<file path="config.mk">
export PLATFORM = sky130hd
export DESIGN_NAME = reg_read_serializer
export DESIGN_NICKNAME = d
export VERILOG_FILES = /design/src/rtl/reg_io_pkg.sv /design/src/rtl/shift_reg_piso.sv /design/src/rtl/reg_read_serializer.sv
export SDC_FILE = /design/constraint.sdc
export NUM_CORES = 1
export LEC_CHECK = 0
export BUFFER_PORTS_ARGS = -buffer_cell sky130_fd_sc_hd__buf_4
export CAP_MARGIN = 20
export CORE_UTILIZATION = 57
export CTS_BUF_LIST = sky130_fd_sc_hd__clkbuf_16
export DETAILED_ROUTE_END_ITERATION = 8
export GPL_ROUTABILITY_DRIVEN = 0
export HOLD_SLACK_MARGIN = 0.03
export PLACE_DENSITY_LB_ADDON = 0.12
export REMOVE_ABC_BUFFERS = 1
export SLEW_MARGIN = 10
export SYNTH_ARGS = -nofsm -noshare
export SYNTH_HDL_FRONTEND = slang
export SYNTH_SLANG_ARGS = --single-unit
</file>
<file path="constraint.sdc">
create_clock -name clk -period 1.9 [get_ports clk]
set_input_delay 0.19 -clock clk [delete_from_list [all_inputs] [get_ports clk]]
set_output_delay 0.19 -clock clk [all_outputs]
set_load 0.1 [all_outputs]
</file>
<file path="src/rtl/reg_io_pkg.sv">
// Shared types and defaults for the register read serializer.
// State encoding, default word width, counter sizing helper.
package reg_io_pkg;

  localparam int DATA_WIDTH_DEF = 16;

  typedef enum logic [1:0] {
    ST_IDLE  = 2'd0,
    ST_SHIFT = 2'd1,
    ST_DONE  = 2'd2
  } state_e;

  // A 1-bit word still needs a 1-bit counter.
  function automatic int cnt_width(input int w);
    return (w > 1) ? $clog2(w) : 1;
  endfunction

endpackage

</file>
<file path="src/rtl/shift_reg_piso.sv">
// Parallel-in serial-out shift register, MSB first.
// Load has priority; shift moves left with zero fill.
module shift_reg_piso
  import reg_io_pkg::*;
#(
  parameter int WIDTH = DATA_WIDTH_DEF
) (
  input  logic             clk,
  input  logic             rst_n,
  input  logic             i_load,
  input  logic             i_shift,
  input  logic [WIDTH-1:0] i_d,
  output logic             o_msb
);

  logic [WIDTH-1:0] r_data;

  // Capture a new word or advance one bit.
  always_ff @(posedge clk or negedge rst_n) begin
    if (!rst_n) begin
      r_data <= '0;
    end else if (i_load) begin
      r_data <= i_d;
    end else if (i_shift) begin
      r_data <= r_data << 1;
    end
  end

  assign o_msb = r_data[WIDTH-1];

endmodule

</file>
<file path="src/rtl/reg_read_serializer.sv">
// Serializes a parallel register word onto a bit stream.
// Moore FSM with registered handshake outputs.
module reg_read_serializer
  import reg_io_pkg::*;
#(
  parameter int DATA_WIDTH = DATA_WIDTH_DEF
) (
  input  logic                  clk,
  input  logic                  rst,
  input  logic [DATA_WIDTH-1:0] in,
  input  logic                  req_valid,
  output logic                  req_ready,
  output logic                  ser_data,
  output logic                  ser_valid,
  input  logic                  ser_ready,
  output logic                  done
);

  localparam int CW = cnt_width(DATA_WIDTH);
  localparam logic [CW-1:0] CNT_LOAD = CW'(DATA_WIDTH - 1);

  state_e        r_state;
  logic [CW-1:0] r_cnt;
  logic          r_req_ready;
  logic          r_ser_valid;
  logic          r_done;

  logic w_accept;
  logic w_hs;
  logic w_last;

  // r_req_ready is only ever set while idle, so it gates accepts.
  assign w_accept = r_req_ready & req_valid;
  assign w_hs     = r_ser_valid & ser_ready;
  assign w_last   = (r_cnt == '0);

  shift_reg_piso #(
    .WIDTH(DATA_WIDTH)
  ) u_sr (
    .clk    (clk),
    .rst_n  (rst),
    .i_load (w_accept),
    .i_shift(w_hs),
    .i_d    (in),
    .o_msb  (ser_data)
  );

  // State, bit counter and registered outputs.
  always_ff @(posedge clk or negedge rst) begin
    if (!rst) begin
      r_state     <= ST_IDLE;
      r_cnt       <= '0;
      r_req_ready <= 1'b0;
      r_ser_valid <= 1'b0;
      r_done      <= 1'b0;
    end else begin
      unique case (r_state)
        ST_IDLE: begin
          r_done      <= 1'b0;
          r_req_ready <= 1'b1;
          if (w_accept) begin
            r_state     <= ST_SHIFT;
            r_cnt       <= CNT_LOAD;
            r_req_ready <= 1'b0;
            r_ser_valid <= 1'b1;
          end
        end
        ST_SHIFT: begin
          if (w_hs) begin
            if (w_last) begin
              r_state     <= ST_DONE;
              r_ser_valid <= 1'b0;
              r_done      <= 1'b1;
            end else begin
              r_cnt <= r_cnt - CW'(1);
            end
          end
        end
        ST_DONE: begin
          r_state     <= ST_IDLE;
          r_done      <= 1'b0;
          r_req_ready <= 1'b1;
        end
        default: begin
          r_state     <= ST_IDLE;
          r_req_ready <= 1'b0;
          r_ser_valid <= 1'b0;
          r_done      <= 1'b0;
        end
      endcase
    end
  end

  assign req_ready = r_req_ready;
  assign ser_valid = r_ser_valid;
  assign done      = r_done;

endmodule
</file>
==> impl_metrics.toml, run 1 <==
[logic_synthesis]
yosysUniqueCellTypes = 29
yosysTopAreaCell = "dfrtp_1"
yosysTopAreaCellShare_pct = 51.28
syn_area_sq_um = 1220
synthTopCellsByArea = "dfrtp_1 (51%), mux2i_1 (15%), o21ai_1 (7.0%)"
avgSynthCellArea_sq_um = 10.99
yosysWarnings = 0
synthCells = 111
ys_seq_elements = 25
ys_seq_area_share_pct = 51.28

[clock_tree]
insertion_delay_ns = 0.25
cts_num_sinks = 25
htree_levels = 1
clockBufferDepth = 2
cts_tree = "yes"
path_clk_slew_ns = 0.06
cts_setup_buffers = 0
cts_resized = 0
cts_hold_buf = 1
root_buffer = "clkbuf_16"
cts_buffers = 3

[place]
dp_cells = 157
io_buffers = 23
dpl.hpwl_microns = 1330
pre_cts_slack_ns = 0.5991

[final_layout]
fill_cells = 147
final_common_cell = "dfrtp_1"
diodes = 0
finalNonFillerCells = 162
fin_nets = 157
final_cell_mix = "dfrtp_1 (25), buf_4 (24), mux2i_1 (18)"
syn_to_final_growth_pct = 22.56
layout-drive-gt1-share_pct = 25.93

[power_and_ir_drop]
combPwrFrac_pct = 40.7
seqPwrFrac_pct = 39.7
p_switching_uw = 948.2
pwr-share-clk_pct = 19.6
sw_frac_of_total_pct = 39.95
p_leak_uw = 0.0007102
power_density_nw_per_um2 = 1587
p_int_uw = 1425
ir_drop_mv = 0.9268

[die]
die_h_microns = 48.26
io-pin-count = 24
start_util_pct = 61.55
coreArea_sq_um = 1982
rows = 16
design.die.area_sq_um = 2329
die_w_microns = 48.26

[drt]
routed_wl_microns = 1944
vias = 850
drc_errors = 0
drt-wirelength-per-cell_microns = 12.00
postRouteAntennaNets = 0
vias_per_cell = 5.247
firstDrtPassIters = 4
drtIter0Drc = 8

[timing]
layout_setup_ws_ns = 0.5821
rsz0062_at_grt = "no"
slew_viol_final = 0
tightest_slew_ns = 0.3356
slew_headroom_pct = 77.60
clock_skew_ns = 0.001905
setup_viol = 0
min_period_ns = 1.318
hold_viol_final = 0
fmax_mhz = 758.8
finalCritPeriodShare_pct = 69.36

[job]
maxCapViolations = 0

[global_route]
grt_pass1_wl_microns = 2946
antenna_found_initial = 0
gr-usage-all-layers_pct = 18.46
overflow = 0
grt_pass1_vias = 715
grt_max_degree = 33

[worst_setup_path]
crit_path_end_kind = "flip-flop"
crit_path_max_fanout = 4
critPathKind = "reg2reg"
worstPathRequired_ns = 2.08
arrival_ns = 1.50
start_kind = "flip-flop"

[hold_path]
hold_path_class = "in2reg"

[outcome]
status = "complete, no violations"
==> area by class of cell <==
class	count	area (sq um)	share of cell area, %
Tap cell	27	33.78	2.259
Inverter	4	15.01	1.004
Sequential cell	25	625.6	41.84
Clock buffer	3	75.07	5.021
Clock inverter	1	7.507	0.5021
Multi-Input combinational cell	77	548.0	36.65
Timing Repair Buffer	25	190.2	12.72
==> flip-flops by register name, indices dropped and copies added (netlist names) <==
name and cells:
u_sr.r_data 16, r_cnt 4, r_state 2, done 1, req_ready 1, ser_valid 1
==> per-stage QoR <==
step	cell area (sq um)	TNS, ns	utilization, %	hold slack, ns	power, uW
after global placement	1403	0	70.77	0.1086	1886
final	1495	0	75.44	0.1409	2373
after global routing	1495	0	75.44	0.1565	2527
after floorplan	1189	-0.7663	-	-0.1056	1691
after detailed placement	1403	0	70.77	0.1103	1917
after CTS	1495	0	75.44	0.1391	2397
==> critical path, stage by stage (launching register included) <==
cell and delay (ns):
dfrtp_1 0.38, inv_1 0.06, ha_1 0.24, nand2b_4 0.11, o2111a_2 0.25, mux2i_1 0.20
==> cell usage after synthesis, drive strengths merged <==
cell,number
nand2,18
a41oi,1
o21a,1
mux2i,18
o2111a,1
nand4bb,1
and2b,1
inv,4
or2b,1
ha,1
dfrtp,25
nor4,1
xnor2,1
a21boi,1
and4bb,1
a21oi,1
buf,5
o21ai,18
nand2b,3
o221ai,1
and2,1
o311ai,1
nor2,3
nor3,2
==> worst paths after layout <==
kind | start | to | depth (start not counted) | slack (ns)
max in group asynchronous | rst | r_cnt[0] | 2 | 1.29
max reg2reg | r_cnt[0] | r_cnt[0] | 5 | 0.58
min in group asynchronous | rst | r_state[0] | 2 | 0.37
max | r_cnt[0] | r_cnt[0] | 5 | 0.58
min reg2reg | done | done | 1 | 0.50
min | in[9] | u_sr.r_data[9] | 3 | 0.14
==> cells by family after synthesis <==
logic type,count (synthesis),share of synthesized area [%]
mux,18,14.77
flops,25,51.28
simple gates,32,15.90
xor+xnor,1,0.7181
buf+inv,9,3.795
fa+ha+maj,1,1.025
compound gates,25,12.51
==> power by group through the flow <==
| stage | clock [uW] | sequential (uW) | combinational, uW |
|---|---|---|---|
| finish | 466 | 941 | 965 |
| global route | 495 | 974 | 1060 |
| CTS | 476 | 943 | 978 |
| detailed placement | 0 | 948 | 968 |
| global placement | 0 | 937 | 948 |
| floorplan | 0 | 1160 | 531 |
==> per-layer routing <==
layer,GRT usage [%],share of wire (%)
met1,22.20,48
met2,31.73,48
met3,3.333,2.9
met4,8.889,0.62
met5,0,0
Note: power is estimated with default switching activity, not from simulation.
==> inputs of run 2 (changes only) <==
Settings changed: CORE_UTILIZATION 57 to 48.
Clock period 1.9 ns to 1.09 ns, I/O delays scaled along.
==> run 2 against run 1 <==
Against the previous run: the flow now finishes with violations (setup timing); cell count increased by 11%; count of clock-buffer cells in the layout unchanged; via count up 12%; sequential share of layout area is 6.0 points lower; critical path type unchanged; largest power group unchanged.
==> impl_metrics.toml, run 2 (synthesis gave the netlist of run 1 again) <==
[final_layout]
fin_nets = 174
top_register = "u_sr.r_data"
final_cell_mix = "buf_4 (34), dfrtp_1 (24), mux2i_1 (17), nand2_1 (17), o21ai_1 (17)"
finalNonFillerCells = 180
final_common_cell = "buf_4"
final_cell_area_sq_um = 1750
fill_cells = 155
largest_register_ffs = 16
multi_input_area_sq_um = 599.3
diodes = 0
syn_to_final_growth_pct = 43.49
layout-drive-gt1-share_pct = 38.82
ff_latch_area_sq_um = 626.9
top_regs = "u_sr.r_data: 16 flops, r_cnt: 4 flops, r_state: 2 flops"

[timing]
fmax_mhz = 824.9
slew_viol_final = 0
tightest_slew_ns = 0.3154
layout_setup_ws_ns = -0.1222
finalCritPeriodShare_pct = 111.2
setup_viol = 12
hold_slack_ns = 0.06217
min_period_ns = 1.212
rsz0062_at_grt = "yes"
slew_headroom_pct = 78.98
hold_viol_final = 0
clock_skew_ns = 0.001309

[place]
dpl.hpwl_microns = 1680
dp_cells = 166
io_buffers = 23
placed_cell_area_sq_um = 1476

[die]
die_h_microns = 52.42
rows = 17
coreArea_sq_um = 2297
design.die.area_sq_um = 2747
io-pin-count = 24
start_util_pct = 53.10
die_w_microns = 52.42

[clock_tree]
cts_num_sinks = 25
htree_levels = 1
cts_buffers = 3
cts_tree = "yes"
insertion_delay_ns = 0.25
clockBufferDepth = 2
path_clk_slew_ns = 0.06
root_buffer = "clkbuf_16"

[hold_path]
min_path_cells = 3
min_from = "in[2]"
hold_path_class = "in2reg"
hold_end = "u_sr.r_data[2]"

[outcome]
violations = "setup timing"
status = "complete, but fails checks"

[job]
maxCapViolations = 0

[global_route]
grt_max_degree = 33
antenna_found_initial = 0
overflow = 0
grt_pass1_wl_microns = 4312
grt_pass1_vias = 934
gr-usage-all-layers_pct = 22.58

[power_and_ir_drop]
fin_total_pwr_uw = 4855
ir_drop_mv = 1.685
p_leak_uw = 0.0008289
power_density_nw_per_um2 = 2774

[worst_setup_path]
arrival_ns = 1.35
worstPathRequired_ns = 1.23
start_kind = "flip-flop"
r2r-start = "r_cnt[1]"
regToRegSetupSlack_ns = -0.12
critPathKind = "reg2reg"
ff2ff_path_depth = 5
crit_path_end_kind = "flip-flop"
crit_path_max_fanout = 3
worstReg2RegEnd = "r_cnt[3]"

[drt]
firstDrtPassIters = 4
drtIter0Drc = 15
routed_wl_microns = 2636
vias = 956
postRouteAntennaNets = 0
vias_per_cell = 5.311
drc_errors = 0
drt-wirelength-per-cell_microns = 14.64
==> run 2: cell count changes in the layout (fill, tap and decap cells not counted), sizes merged <==
cell / delta
buf: +17
clkinvlp: -1
inv: +1
==> run 2: report_power, final <==
part	internal, uW	leakage (uW)	total (uW)	switching, uW
Combinational	1130	0.000489	2410	1280
Sequential	1340	0.000298	1660	315
Clock	490	0.0000423	792	302
==> run 2: worst max path at each step <==
stage | startpoint | to | cells after the start
detailed placement | r_cnt[0] | r_cnt[3] | 5
global route | r_cnt[1] | r_cnt[3] | 5
global placement | r_cnt[0] | r_cnt[3] | 5
finish | r_cnt[1] | r_cnt[3] | 5
CTS | r_cnt[1] | r_cnt[3] | 5
floorplan | req_ready | u_sr.r_data[0] | 2
==> run 2: critical path: stages (launching register included) <==
cell	delay (ns)
dfrtp_1	0.38
inv_2	0.08
ha_4	0.15
nand2b_4	0.07
o2111a_2	0.29
mux2i_1	0.13
==> run 2: metrics by stage <==
| stage | worst slack, ns | TNS, ns | utilization [%] |
|---|---|---|---|
| after global routing | -0.1754 | -1.552 | 76.20 |
| after CTS | -0.1403 | -0.7023 | 74.51 |
| final | -0.1222 | -0.6320 | 76.20 |
| after detailed placement | -0.1459 | -1.019 | 64.27 |
| after floorplan | -0.8579 | -19.31 | - |
| after global placement | -0.1023 | -0.6145 | 64.27 |
==> run 2: layer usage <==
metal,share of wire [%],global-route usage (%),up-vias
met1,44,27.80,456
li1,-,-,473
met4,0.83,6.579,0
met3,3.6,4.348,4
met5,0,0,-
met2,52,39.66,23
==> run 2: what timing repair did <==
item	CTS	global route
setup endpoints to repair	23	23
pin swaps	3	3
hold endpoints to repair	25	0
resized for setup	10	9
hold buffers	1	0
buffers inserted	8	0
cloned	1	0
==> run 2: cell type report <==
type	count	area share [%]
clock inverters	1	0.2144
repair buffers	42	22.59
inverters	4	0.8578
flip-flops and latches	25	35.81
well taps	28	2.001
clock buffers	3	4.289
multi-input cells	77	34.24
==> inputs of run 3 (changes only) <==
Settings changed: REMOVE_ABC_BUFFERS 1 to unset, SLEW_MARGIN 10 to 20.
==> run 3 against run 2 <==
Against the previous run: the flow still finishes with violations (setup timing); first-iteration DRC count is 6.7% higher; routed wire length is 3.9% higher; combinational power is 5% lower; sequential power is 2% higher; hold slack worse by 0.0063 ns; final area is 0.71% lower; clock power is 4.0% higher; global-route usage is 2.6 points lower; setup slack worse by 0.014 ns; via count is 2.3% higher; critical path type is now reg2out; largest power group unchanged.
==> impl_metrics.toml, run 3 (synthesis gave the netlist of run 1 again) <==
[drt]
firstDrtPassIters = 4
drtIter0Drc = 16
drc_errors = 0
vias = 978
routed_wl_microns = 2739
postRouteAntennaNets = 0
drt-wirelength-per-cell_microns = 15.30
vias_per_cell = 5.464

[timing]
fin_tns_setup_ns = -1.080
clock_skew_ns = 0.002284
finalCritPeriodShare_pct = 112.5
fmax_mhz = 815.5
min_period_ns = 1.226
slew_viol_final = 0
slew_headroom_pct = 78.77
hold_viol_final = 0
layout_setup_ws_ns = -0.1362
setup_viol = 22
hold_slack_ns = 0.05591
tightest_slew_ns = 0.3184
rsz0062_at_grt = "yes"

[worst_setup_path]
path_cells = "buf_6 -> buf_12"
crit_path_end_kind = "primary output"
critPathKind = "reg2out"
worstPathRequired_ns = 0.98
start_kind = "flip-flop"
crit_path_max_fanout = 5
crit_slowest_cell = "dfrtp_4"
critPathMaxStageDelay_ns = 0.54
arrival_ns = 1.12

[die]
coreArea_sq_um = 2297
die_w_microns = 52.42
rows = 17
die_h_microns = 52.42
design.die.area_sq_um = 2747
io-pin-count = 24
start_util_pct = 53.10

[clock_tree]
cts_tree = "yes"
path_clk_slew_ns = 0.06
insertion_delay_ns = 0.26
htree_levels = 1
clockBufferDepth = 2
cts_buffers = 3
root_buffer = "clkbuf_16"
cts_num_sinks = 25

[global_route]
gr-usage-all-layers_pct = 20.00
overflow = 0
antenna_found_initial = 0
grt_max_degree = 33
grt_pass1_wl_microns = 3822
grt_pass1_vias = 861

[final_layout]
top_regs = "u_sr.r_data: 16 flops, r_cnt: 4 flops, r_state: 2 flops"
final_cell_mix = "buf_4 (31), dfrtp_1 (22), mux2i_1 (18)"
finalNonFillerCells = 179
diodes = 0
fin_nets = 173
syn_to_final_growth_pct = 42.46
top_register = "u_sr.r_data"
final_common_cell = "buf_4"
largest_register_ffs = 16
layout-drive-gt1-share_pct = 41.06

[power_and_ir_drop]
fin_total_pwr_uw = 4817
power_density_nw_per_um2 = 2772
p_leak_uw = 0.0008124
ir_drop_mv = 2.013

[outcome]
violations = "setup timing"
status = "complete, but fails checks"

[logic_synthesis]
synth_nets = 132

[place]
dp_cells = 168
io_buffers = 23

[hold_path]
hold_path_class = "in2reg"

[job]
maxCapViolations = 0
run 3: critical path: cells and delay by family (launching register included):
family | cells | cell delay [ns]
flip-flops | 1 | 0.54
buffers and inverters | 2 | 0.32
run 3: power by group:
part,internal (uW),switching [uW],leakage [uW]
clock network,498,326,0.0000371
registers,1360,336,0.000297
logic,1040,1250,0.000478
total,2900,1910,0.000812
run 3: what timing repair did:
item,CTS,global route
endpoints found under the setup margin,16,25
gates resized for setup,9,6
pin swaps,2,0
cloned,0,3
hold buffers,1,0
hold endpoints to repair,25,0
buffers inserted,0,3
run 3: routing by layer:
metal,routed length [microns],share of wire [%],GRT usage [%]
met5,0,0,0
met3,104,3.8,4.638
met2,1351,49,32.07
met1,1237,45,24.77
met4,45,1.6,10.53
run 3: final timing paths:
check,slack [ns],to,cells past startpoint,start
worst min register to register,0.51,done,1,done
worst max-delay path,-0.14,ser_valid,2,ser_valid
worst min-delay path,0.06,u_sr.r_data[11],3,in[11]
worst max register to register,-0.12,r_cnt[3],5,r_cnt[1]
min in group asynchronous,0.30,ser_valid,2,rst
max in group asynchronous,0.51,req_ready,2,rst
run 3: cell type report:
cell class,instances,area (sq um)
clock buffer,3,75.07
clock inverter,1,7.507
fill,164,559.3
inverter,4,15.01
multi-input combinational,79,618.1
sequential,25,634.4
tap,28,35.03
timing repair buffer,39,352.8
run 3: stage by stage:
stage | utilization (%) | setup WS (ns) | cell area [sq um]
4_1_cts | 71.51 | -0.1233 | 1643
3_3_place_gp | 66.12 | -0.09586 | 1519
6_report | 75.65 | -0.1362 | 1738
2_1_floorplan | - | -0.2262 | 1270
5_1_grt | 75.65 | -0.1663 | 1738
3_5_place_dp | 66.12 | -0.1465 | 1519
